==> src/rtl/udlx_pipe_pkg.sv <==
// rtl/udlx_pipe_pkg.sv - shared types and helpers for the uDLX pipeline sequencer
package udlx_pipe_pkg;

   localparam int REG_ADDR_WIDTH_DEF = 5;
   localparam int WAIT_CNT_WIDTH     = 8;

   typedef enum logic [0:0] {
      ST_RUN      = 1'b0,
      ST_MEM_WAIT = 1'b1
   } pipe_state_t;

   // Enable/flush bundle for the PC and the four pipeline registers
   typedef struct packed {
      logic pc_en;
      logic if_id_en;
      logic id_ex_en;
      logic ex_mem_en;
      logic mem_wb_en;
      logic if_id_flush;
      logic id_ex_flush;
      logic ex_mem_flush;
      logic mem_wb_flush;
   } pipe_ctrl_t;

   // Everything held, nothing squashed
   localparam pipe_ctrl_t CTRL_FREEZE = '0;

   // Access abort: the pipeline moves on but the MEM result never reaches WB
   localparam pipe_ctrl_t CTRL_ABORT = '{
      pc_en:        1'b1,
      if_id_en:     1'b1,
      id_ex_en:     1'b1,
      ex_mem_en:    1'b1,
      mem_wb_en:    1'b1,
      if_id_flush:  1'b0,
      id_ex_flush:  1'b0,
      ex_mem_flush: 1'b0,
      mem_wb_flush: 1'b1
   };

   // Controls for a cycle in which memory lets the pipeline advance.
   // A taken branch squashes the three younger slots and masks load-use,
   // since the dependent instruction is being thrown away anyway.
   function automatic pipe_ctrl_t advance_ctrl(input logic branch, input logic load_use);
      pipe_ctrl_t c;
      c           = CTRL_FREEZE;
      c.pc_en     = 1'b1;
      c.if_id_en  = 1'b1;
      c.id_ex_en  = 1'b1;
      c.ex_mem_en = 1'b1;
      c.mem_wb_en = 1'b1;
      if (branch) begin
         c.if_id_flush  = 1'b1;
         c.id_ex_flush  = 1'b1;
         c.ex_mem_flush = 1'b1;
      end else if (load_use) begin
         // hold fetch/decode, push a bubble into EX
         c.pc_en       = 1'b0;
         c.if_id_en    = 1'b0;
         c.id_ex_flush = 1'b1;
      end
      return c;
   endfunction

endpackage

==> src/rtl/pipeline_ctrl_load_use_detect.sv <==
// rtl/pipeline_ctrl_load_use_detect.sv - load-use hazard comparator
module load_use_detect
   import udlx_pipe_pkg::*;
#(
   parameter int ADDR_WIDTH = REG_ADDR_WIDTH_DEF
) (
   input  logic [ADDR_WIDTH-1:0] rs_addr,
   input  logic [ADDR_WIDTH-1:0] rt_addr,
   input  logic                  rs_rd_en,
   input  logic                  rt_rd_en,
   input  logic                  load_en,
   input  logic [ADDR_WIDTH-1:0] load_addr,
   output logic                  hazard
);

   logic rs_hit;
   logic rt_hit;

   // r0 is hardwired zero, so a load targeting it never creates a dependency
   always_comb begin
      rs_hit = rs_rd_en && (rs_addr == load_addr);
      rt_hit = rt_rd_en && (rt_addr == load_addr);
      hazard = load_en && (load_addr != '0) && (rs_hit || rt_hit);
   end

endmodule

==> src/rtl/pipeline_ctrl.sv <==
// rtl/pipeline_ctrl.sv - uDLX pipeline sequencer: stalls, flushes, memory freeze
module pipeline_ctrl
   import udlx_pipe_pkg::*;
#(
   parameter int REG_ADDR_WIDTH = REG_ADDR_WIDTH_DEF,
   parameter int MEM_TIMEOUT    = 255,
   parameter int CNT_WIDTH      = 32
) (
   input  logic                      clk,
   input  logic                      rst,
   input  logic                      halt_in,
   input  logic [REG_ADDR_WIDTH-1:0] id_rs_addr_in,
   input  logic [REG_ADDR_WIDTH-1:0] id_rt_addr_in,
   input  logic                      id_rs_rd_en_in,
   input  logic                      id_rt_rd_en_in,
   input  logic                      ex_mem_rd_en_in,
   input  logic [REG_ADDR_WIDTH-1:0] ex_wr_addr_in,
   input  logic                      mem_rd_en_in,
   input  logic                      mem_wr_en_in,
   input  logic                      mem_select_new_pc_in,
   input  logic                      dmem_ack_in,
   output logic                      pc_en_out,
   output logic                      if_id_en_out,
   output logic                      id_ex_en_out,
   output logic                      ex_mem_en_out,
   output logic                      mem_wb_en_out,
   output logic                      if_id_flush_out,
   output logic                      id_ex_flush_out,
   output logic                      ex_mem_flush_out,
   output logic                      mem_wb_flush_out,
   output logic                      dmem_req_out,
   output logic                      mem_timeout_out,
   output logic [CNT_WIDTH-1:0]      stall_cnt_out
);

   localparam logic [WAIT_CNT_WIDTH-1:0] TIMEOUT_VAL = WAIT_CNT_WIDTH'(MEM_TIMEOUT);
   localparam logic [WAIT_CNT_WIDTH-1:0] WAIT_ONE    = WAIT_CNT_WIDTH'(1);
   localparam logic [CNT_WIDTH-1:0]      STALL_MAX   = '1;
   localparam logic [CNT_WIDTH-1:0]      STALL_ONE   = CNT_WIDTH'(1);

   pipe_state_t                 state;
   pipe_state_t                 state_nx;
   logic [WAIT_CNT_WIDTH-1:0]   wait_cnt;
   logic [WAIT_CNT_WIDTH-1:0]   wait_nx;
   logic [CNT_WIDTH-1:0]        stall_cnt;

   logic       mem_access;
   logic       load_use;
   logic       req_free;
   logic       timeout_free;
   pipe_ctrl_t ctrl_free;
   pipe_ctrl_t ctrl;

   assign mem_access = mem_rd_en_in | mem_wr_en_in;

   load_use_detect #(
      .ADDR_WIDTH (REG_ADDR_WIDTH)
   ) u_load_use (
      .rs_addr   (id_rs_addr_in),
      .rt_addr   (id_rt_addr_in),
      .rs_rd_en  (id_rs_rd_en_in),
      .rt_rd_en  (id_rt_rd_en_in),
      .load_en   (ex_mem_rd_en_in),
      .load_addr (ex_wr_addr_in),
      .hazard    (load_use)
   );

   // Memory handshake decode and next state, ignoring reset and halt
   always_comb begin
      ctrl_free    = CTRL_FREEZE;
      req_free     = 1'b0;
      timeout_free = 1'b0;
      state_nx     = state;
      wait_nx      = wait_cnt;
      case (state)
         ST_RUN: begin
            req_free = mem_access;
            if (mem_access && !dmem_ack_in) begin
               state_nx = ST_MEM_WAIT;
               wait_nx  = WAIT_ONE;
            end else begin
               ctrl_free = advance_ctrl(mem_select_new_pc_in, load_use);
            end
         end
         ST_MEM_WAIT: begin
            req_free = 1'b1;
            if (dmem_ack_in) begin
               ctrl_free = advance_ctrl(mem_select_new_pc_in, load_use);
               state_nx  = ST_RUN;
               wait_nx   = '0;
            end else if (wait_cnt == TIMEOUT_VAL) begin
               ctrl_free    = CTRL_ABORT;
               timeout_free = 1'b1;
               state_nx     = ST_RUN;
               wait_nx      = '0;
            end else begin
               wait_nx = wait_cnt + WAIT_ONE;
            end
         end
         default: begin
            state_nx = ST_RUN;
            wait_nx  = '0;
         end
      endcase
   end

   // Reset and halt override; halt keeps the request alive so memory is not lost
   always_comb begin
      ctrl            = ctrl_free;
      dmem_req_out    = req_free;
      mem_timeout_out = timeout_free;
      if (rst) begin
         ctrl            = CTRL_FREEZE;
         dmem_req_out    = 1'b0;
         mem_timeout_out = 1'b0;
      end else if (halt_in) begin
         ctrl            = CTRL_FREEZE;
         mem_timeout_out = 1'b0;
      end
   end

   assign pc_en_out        = ctrl.pc_en;
   assign if_id_en_out     = ctrl.if_id_en;
   assign id_ex_en_out     = ctrl.id_ex_en;
   assign ex_mem_en_out    = ctrl.ex_mem_en;
   assign mem_wb_en_out    = ctrl.mem_wb_en;
   assign if_id_flush_out  = ctrl.if_id_flush;
   assign id_ex_flush_out  = ctrl.id_ex_flush;
   assign ex_mem_flush_out = ctrl.ex_mem_flush;
   assign mem_wb_flush_out = ctrl.mem_wb_flush;
   assign stall_cnt_out    = stall_cnt;

   // FSM state and wait counter; both frozen while halted
   always_ff @(posedge clk) begin
      if (rst) begin
         state    <= ST_RUN;
         wait_cnt <= '0;
      end else if (!halt_in) begin
         state    <= state_nx;
         wait_cnt <= wait_nx;
      end
   end

   // Saturating count of cycles in which the PC did not advance
   always_ff @(posedge clk) begin
      if (rst) begin
         stall_cnt <= '0;
      end else if (!pc_en_out && (stall_cnt != STALL_MAX)) begin
         stall_cnt <= stall_cnt + STALL_ONE;
      end
   end

endmodule

==> config.mk <==
export PLATFORM = sky130hd
export DESIGN_NAME = pipeline_ctrl
export DESIGN_NICKNAME = d
export VERILOG_FILES = /design/src/rtl/udlx_pipe_pkg.sv /design/src/rtl/pipeline_ctrl_load_use_detect.sv /design/src/rtl/pipeline_ctrl.sv
export SDC_FILE = /design/constraint.sdc
export NUM_CORES = 1
export LEC_CHECK = 0
export ABC_CLOCK_PERIOD_IN_PS = 4100
export BUFFER_PORTS_ARGS = -buffer_cell sky130_fd_sc_hd__buf_2
export CAP_MARGIN = 5
export CORE_MARGIN = 5
export CORE_UTILIZATION = 35
export CTS_CLUSTER_DIAMETER = 30
export DETAILED_ROUTE_END_ITERATION = 8
export PLACE_DENSITY = 0.6
export SETUP_SLACK_MARGIN = 0.15
export SLEW_MARGIN = 0
export SYNTH_ARGS = -nofsm -noshare
export SYNTH_HDL_FRONTEND = slang
export SYNTH_SLANG_ARGS = --single-unit
export TNS_END_PERCENT = 20
==> constraint.sdc <==
create_clock -name clk -period 4.1 [get_ports clk]
set_clock_uncertainty 0.05 [all_clocks]
set_input_delay 0.41 -clock clk [delete_from_list [all_inputs] [get_ports clk]]
set_output_delay 0.41 -clock clk [all_outputs]
set_load 0.1 [all_outputs]
==> metrics, run 1 <==
status=finished, final reports clean; Slew Viols, Final=0; async set or reset register ratio after synthesis=0; Layout area overhead=18.5%; GP Congestion=0.762; setup violators final=0; NumNets Final=375; register area share after synthesis=0.338; storage element area=821 um2; Worst Setup SP=wait_cnt[2]; period utilization=0.701; Starting Density=0.359; reg2reg path depth=7; Worst setup EP type=primary output; crit path buf inv count=1; GRT Overall Usage=0.144; critical path fanouts, max=23; Main synth FF type=dfxtp_1; H-tree levels=2; top cells by area, synth=dfxtp_1 (34%), a21oi_1 (6.4%), or4_1 (5.3%); Critical Path AT=2410 ps; post-route DRC violation count=0; CP peak stage delay=530 ps; combinational family with the most area after synthesis=simple AND/OR/NAND/NOR gates; Seq cells post-synth=41; hold path cells=3; first-pass GRT wire length=10,200 um; startpoint types=flip-flop; Setup TNS=0 ps; maximum vdd drop=0.118 mV; Syn Area/Cell=8.31 um2; Pwr Density=306 mW/mm2; Die Wd=93.3 um; clock buffer count from CTS=5; Yosys top cell area share=0.338; Die ar.=0.00870 mm2; die height=93.3 um; Period minus WS final=2870 ps; Routed WL per cell=14.7 um; met2 Usage GRT=0.238; Gate Count Post-Synth=292; most used routing layer=met2; vias per inst=5.59; Hold Path Class=primary input to flip-flop; layout cell share with drive strength beyond 1=0.258; Synth Area in Compound Gates=0.180; final WL=6290 um; worst-skew pair later-pin latency=300 ps; Critical Path Slowest Stage Cell=buf_2; Pleak=1.14 nW; fillers=687; CTS tree=yes; relative slew slack=0.621; synth warn=0; post-detailed-placement half-perimeter wirelength=4530 um; clk buf depth=2; Core Area=0.00676 mm2; crit path capture=if_id_en_out; via count=2,398; post-synthesis mux area share=0.0371; Sink Count=41; clock root buffer=clkbuf_8; number of synthesized flops with an enable pin=0; RR Startpoint=stall_cnt_out[22]; WP depth=5; pin count of the biggest net entering global routing=46; worst r2r dst=stall_cnt_out[29]; PortBufs=67; initial antenna violation count=0; Iter 0 DRT Violations=83; post-CTS setup buffers=0; grt met1 use=0.178; Fmax=348 MHz; Setup CP Type=flip-flop to primary output; Netlist cell types=45; met3 GRT Util=0.0442; Synth Area in XOR/XNOR=0.0505; number of global-route vias before repair=2,165; max-cap violations=0; post-route ant nets=0; clock-pin transition on the worst setup and hold timing paths=80 ps; syn_nets=319; final-report hold violation count=0; Top delay family on crit path=compound AO/OA/AOI/OAI gates; simple-gate share of the synthesized area=0.319; drt first pass iters=4; # rows=30; fin util=0.426; critical path required time=3640 ps; area occupied by multi-input gates=0.00146 mm2; CTS Hold Bufs=0; RSZ-0062 raised after global routing=no; n_diodes=0; grt total ovfl=0; top cell type by total area after synthesis=dfxtp_1; Synth Area in Adders=0.0103; post-cts sizing count=0; CP Cell Sequence=and4_4 > nand4_1 > a21oi_2 > a21boi_4 > buf_2; synthesized cell area=0.00243 mm2; r2r setup slk=1400 ps; Top Ports=68; Least-Margin Pin Slew=569 ps
-- metrics by stage --
step / power (W) / cells / hold slack, ps / setup WS (ps) / area, um2
CTS: 0.000895 / 429 / 379 / 1170 / 2880
floorplan: 0.000523 / 292 / 409 / 773 / 2430
finish: 0.000882 / 429 / 403 / 1230 / 2880
global placement: 0.000548 / 421 / 426 / 1340 / 2760
detailed placement: 0.000550 / 421 / 430 / 1300 / 2760
global route: 0.000920 / 429 / 407 / 1020 / 2880
-- layout make-up --
class	count	share of cell area
Clock inverter	1	0.0104
Tap cell	80	0.0348
Inverter	4	0.00522
Multi-Input combinational cell	225	0.507
Sequential cell	41	0.285
Clock buffer	7	0.0300
Timing Repair Buffer	71	0.127
-- kinds of logic (layout without fill, tap and decap cells) --
family / after synthesis / after routing
AO/OA/AOI/OAI: 71 / 71
XOR/XNOR: 14 / 14
adder cells (fa/ha/maj): 2 / 2
buffers and inverters: 26 / 83
flip-flops: 41 / 41
multiplexers: 8 / 8
AND/OR/NAND/NOR: 130 / 130
-- worst min-delay path by stage --
stage / start / slack [ps] / to
6_report: halt_in / 400 / state
5_1_grt: halt_in / 410 / state
4_1_cts: halt_in / 380 / state
3_5_place_dp: stall_cnt_out[16] / 430 / stall_cnt_out[16]
3_3_place_gp: wait_cnt[5] / 430 / wait_cnt[5]
2_1_floorplan: wait_cnt[5] / 410 / wait_cnt[5]
-- power by group --
| part | total, W | internal [W] | switching [W] |
|---|---|---|---|
| logic | 0.000131 | 0.0000339 | 0.0000970 |
| clock network | 0.000342 | 0.000199 | 0.000143 |
| registers | 0.000409 | 0.000402 | 0.00000658 |
-- state kept, by name (all words and copies together), names as in the netlist --
name           cells
state              1
stall_cnt_out     32
wait_cnt           8
-- cells in the mapped netlist, types with 9 or more instances --
master / instances
xnor2_1: 10
dfxtp_1: 41
o21ai_0: 11
or4_1: 17
nor2_1: 22
nand3_1: 13
or3_1: 9
nand4_1: 12
o31ai_1: 16
a21oi_1: 31
nand2_1: 14
-- layer usage --
layer | part of all wire | vias to the layer above | routed length (um)
li1 | - | 1215 | -
met5 | 0 | - | 0
met4 | 0.013 | 0 | 83
met2 | 0.47 | 69 | 2930
met3 | 0.069 | 6 | 434
met1 | 0.45 | 1108 | 2840
-- worst min-delay path, cell delays in order --
cell     delay (ps)
buf_2           120
or3_1           110
a21oi_1          60
-- layout by cell type, fill, tap and decap left out, types with 2 or more instances in the layout --
| cell type | instances |
|---|---|
| nand3_1 | 13 |
| nand2b_1 | 2 |
| inv_1 | 3 |
| o31ai_1 | 16 |
| nor4_1 | 4 |
| ha_1 | 2 |
| xor2_1 | 4 |
| and4_1 | 4 |
| dfxtp_1 | 41 |
| clkbuf_8 | 6 |
| nor2b_1 | 6 |
| o21ai_1 | 4 |
| or4_1 | 17 |
| and3_1 | 8 |
| nor2_2 | 2 |
| buf_4 | 4 |
| mux2_1 | 8 |
| nand2_1 | 14 |
| buf_2 | 67 |
| xnor2_1 | 10 |
| and4_4 | 2 |
| or3_1 | 9 |
| a21oi_1 | 30 |
| o2111ai_1 | 2 |
| nor3_1 | 8 |
| nor2_1 | 22 |
| o21ai_0 | 11 |
| nand4_1 | 12 |
No activity file was read; power rests on OpenSTA's default activity.
==> run 2: changes to the inputs <==
--- a/config.mk
+++ b/config.mk
@@ -5,7 +5,7 @@
 export SDC_FILE = /design/constraint.sdc
 export NUM_CORES = 1
 export LEC_CHECK = 0
-export ABC_CLOCK_PERIOD_IN_PS = 4100
+export ABC_CLOCK_PERIOD_IN_PS = 2900
 export BUFFER_PORTS_ARGS = -buffer_cell sky130_fd_sc_hd__buf_2
 export CAP_MARGIN = 5
 export CORE_MARGIN = 5
==> constraint.sdc (replaced) <==
create_clock -name clk -period 2.9 [get_ports clk]
set_clock_uncertainty 0.05 [all_clocks]
set_input_delay 0.29 -clock clk [delete_from_list [all_inputs] [get_ports clk]]
set_output_delay 0.29 -clock clk [all_outputs]
set_load 0.1 [all_outputs]
==> run 2 against run 1 <==
  * Die area did not move
  * Sequential power rose by 41%
  * Clock-buffer cell count fell by 2
  * Utilization rose by 1.7 points
  * Combinational power rose by 49%
  * Register-to-register slack got worse by 990 ps
==> metrics, run 2 (same netlist as run 1, synthesis figures left out) <==
status=finished, final reports clean; CP Cell Sequence=ha_1 > and4_4 > a211oi_2 > a21boi_4 > buf_4 > buf_12 > nor4_1 > mux2_1; area occupied by multi-input gates=0.00147 mm2 (+0.69%); post-route ant nets=0 (unchanged); Routed WL per cell=14.2 um (-2.9%); Worst Setup SP=wait_cnt[0]; via count=2,432 (+1.4%); total power=0.00133 W (+51%); CP peak stage delay=360 ps (-170 ps); # rows=30 (unchanged); commonest non-fill, non-tap cell in the layout=buf_2; Iter 0 DRT Violations=89 (+7.2%); Die ar.=0.00870 mm2 (unchanged); fillers=690 (+0.44%); max-cap violations=0 (unchanged); maximum vdd drop=0.178 mV (+51%); placed cell area=0.00284 mm2 (+2.7%); Period minus WS final=2490 ps; relative slew slack=0.657 (+0.0356); Hold Crit Start=halt_in; fin util=0.442 (+0.0167); period utilization=0.859; Metal-1 WL=2920 um (+2.7%); Setup WS post-layout=410 ps (-816 ps); final WL=6230 um (-0.84%); Core Area=0.00676 mm2 (unchanged); clock-pin transition on the worst setup and hold timing paths=90 ps (about the same); clk buf depth=2 (unchanged); Sink Count=41 (unchanged); Fmax=402 MHz; Die Wd=93.3 um (unchanged); RSZ-0062 raised after global routing=no; top sig layer=met4; GP Congestion=0.760 (-0.25%); first-pass GRT wire length=10,400 um (+2.1%); setup violators final=0 (unchanged); H-tree levels=2 (unchanged); Hold Path Class=primary input to flip-flop; clock root buffer=clkbuf_8; PortBufs=67 (unchanged); Critical Path Slowest Stage Cell=dfxtp_1; CTS tree=yes; Critical Path AT=2630 ps (+220 ps); GRT Overall Usage=0.145 (+0.000892); Starting Density=0.359 (unchanged); number of global-route vias before repair=2,329 (+7.6%); RR Startpoint=wait_cnt[0]; Layout area overhead=23.1%; drt first pass iters=4 (unchanged); Top delay family on crit path=simple AND/OR/NAND/NOR gates; post-route DRC violation count=0 (unchanged); n_diodes=0 (unchanged); final-report hold violation count=0 (unchanged); grt total ovfl=0 (unchanged); layout cell share with drive strength beyond 1=0.282 (+0.0242); vias per inst=5.55 (-0.67%); cell area after layout=0.00299 mm2 (+3.9%); Setup TNS=0 ps (unchanged); storage element area=821 um2 (unchanged); Slew Viols, Final=0 (unchanged); max reg flops=32 (unchanged); Pwr Density=444 mW/mm2 (+45%); Top Ports=68 (unchanged); post-detailed-placement half-perimeter wirelength=4570 um (+0.89%); Pleak=1.20 nW (+5.3%); met3 WL post-DR=432 um (-0.46%); critical path required time=3040 ps (-600 ps); die height=93.3 um (unchanged); clock buffer count from CTS=5 (unchanged); Least-Margin Pin Slew=511 ps (-57.4 ps); pin count of the biggest net entering global routing=46 (unchanged); Worst setup EP type=flip-flop; most frequent cells in the layout=buf_2 (65), dfxtp_1 (41), a21oi_1 (30), nor2_1 (21), or4_1 (17); crit path buf inv count=2 (+1); pre-CTS setup slack=338 ps (-962 ps); critical path fanouts, max=11 (-52%); initial antenna violation count=0 (unchanged); Setup CP Type=flip-flop to flip-flop; startpoint types=flip-flop; NumNets Final=384 (+2.4%); worst-skew pair later-pin latency=300 ps (about the same); met2 WL=2790 um (-4.8%)
## run 2: cell count changes in the layout (fill, tap and decap cells not counted), sizes merged
cell    previous run  this run
bufinv             1         2
buf               71        79
clkinv             0         1
clkbuf             7         6
## run 2: tightest hold or removal path: cells and delay by family
family / cells / cell delay, ps
and+or+nand+nor: 1 / 110
AOI/OAI and AO/OA: 1 / 60
buffers and inverters: 1 / 130
## run 2: area by class of cell
type / count / share of cell area
inverter: 4 / 0.00502
timing repair buffer: 80 / 0.151
clock buffer: 5 / 0.0230
tap: 80 / 0.0335
multi-input combinational: 225 / 0.491
clock inverter: 3 / 0.0218
sequential: 41 / 0.275
## run 2: power by group
| group | switching [W] | internal [W] |
|---|---|---|
| registers | 0.00000910 | 0.000569 |
| clock network | 0.000213 | 0.000342 |
| logic | 0.000139 | 0.0000562 |
## run 2: path summary, 6_finish.rpt
kind	end	slack, ps	cells after the start
max	stall_cnt_out[29]	410	8
min reg2reg	stall_cnt_out[16]	440	2
max reg2reg	stall_cnt_out[29]	410	8
min	state	270	3
## run 2: metrics by stage
step,instances,hold slack (ps)
global route,438,296
global placement,428,423
floorplan,292,409
CTS,436,264
detailed placement,428,428
finish,438,274
## run 2: what timing repair did
action                                  in CTS  in global routing
resized for setup                            1                  1
setup buffers                                0                  2
hold buffers                                 0                  0
endpoints found under the hold margin        0                  0
endpoints found under the setup margin       2                  2
## run 2: routing by layer
layer / track usage / up-vias
li1: - / 1226
met1: 0.184 / 1131
met2: 0.235 / 68
met3: 0.0346 / 7
met4: 0.0562 / 0
met5: 0 / -
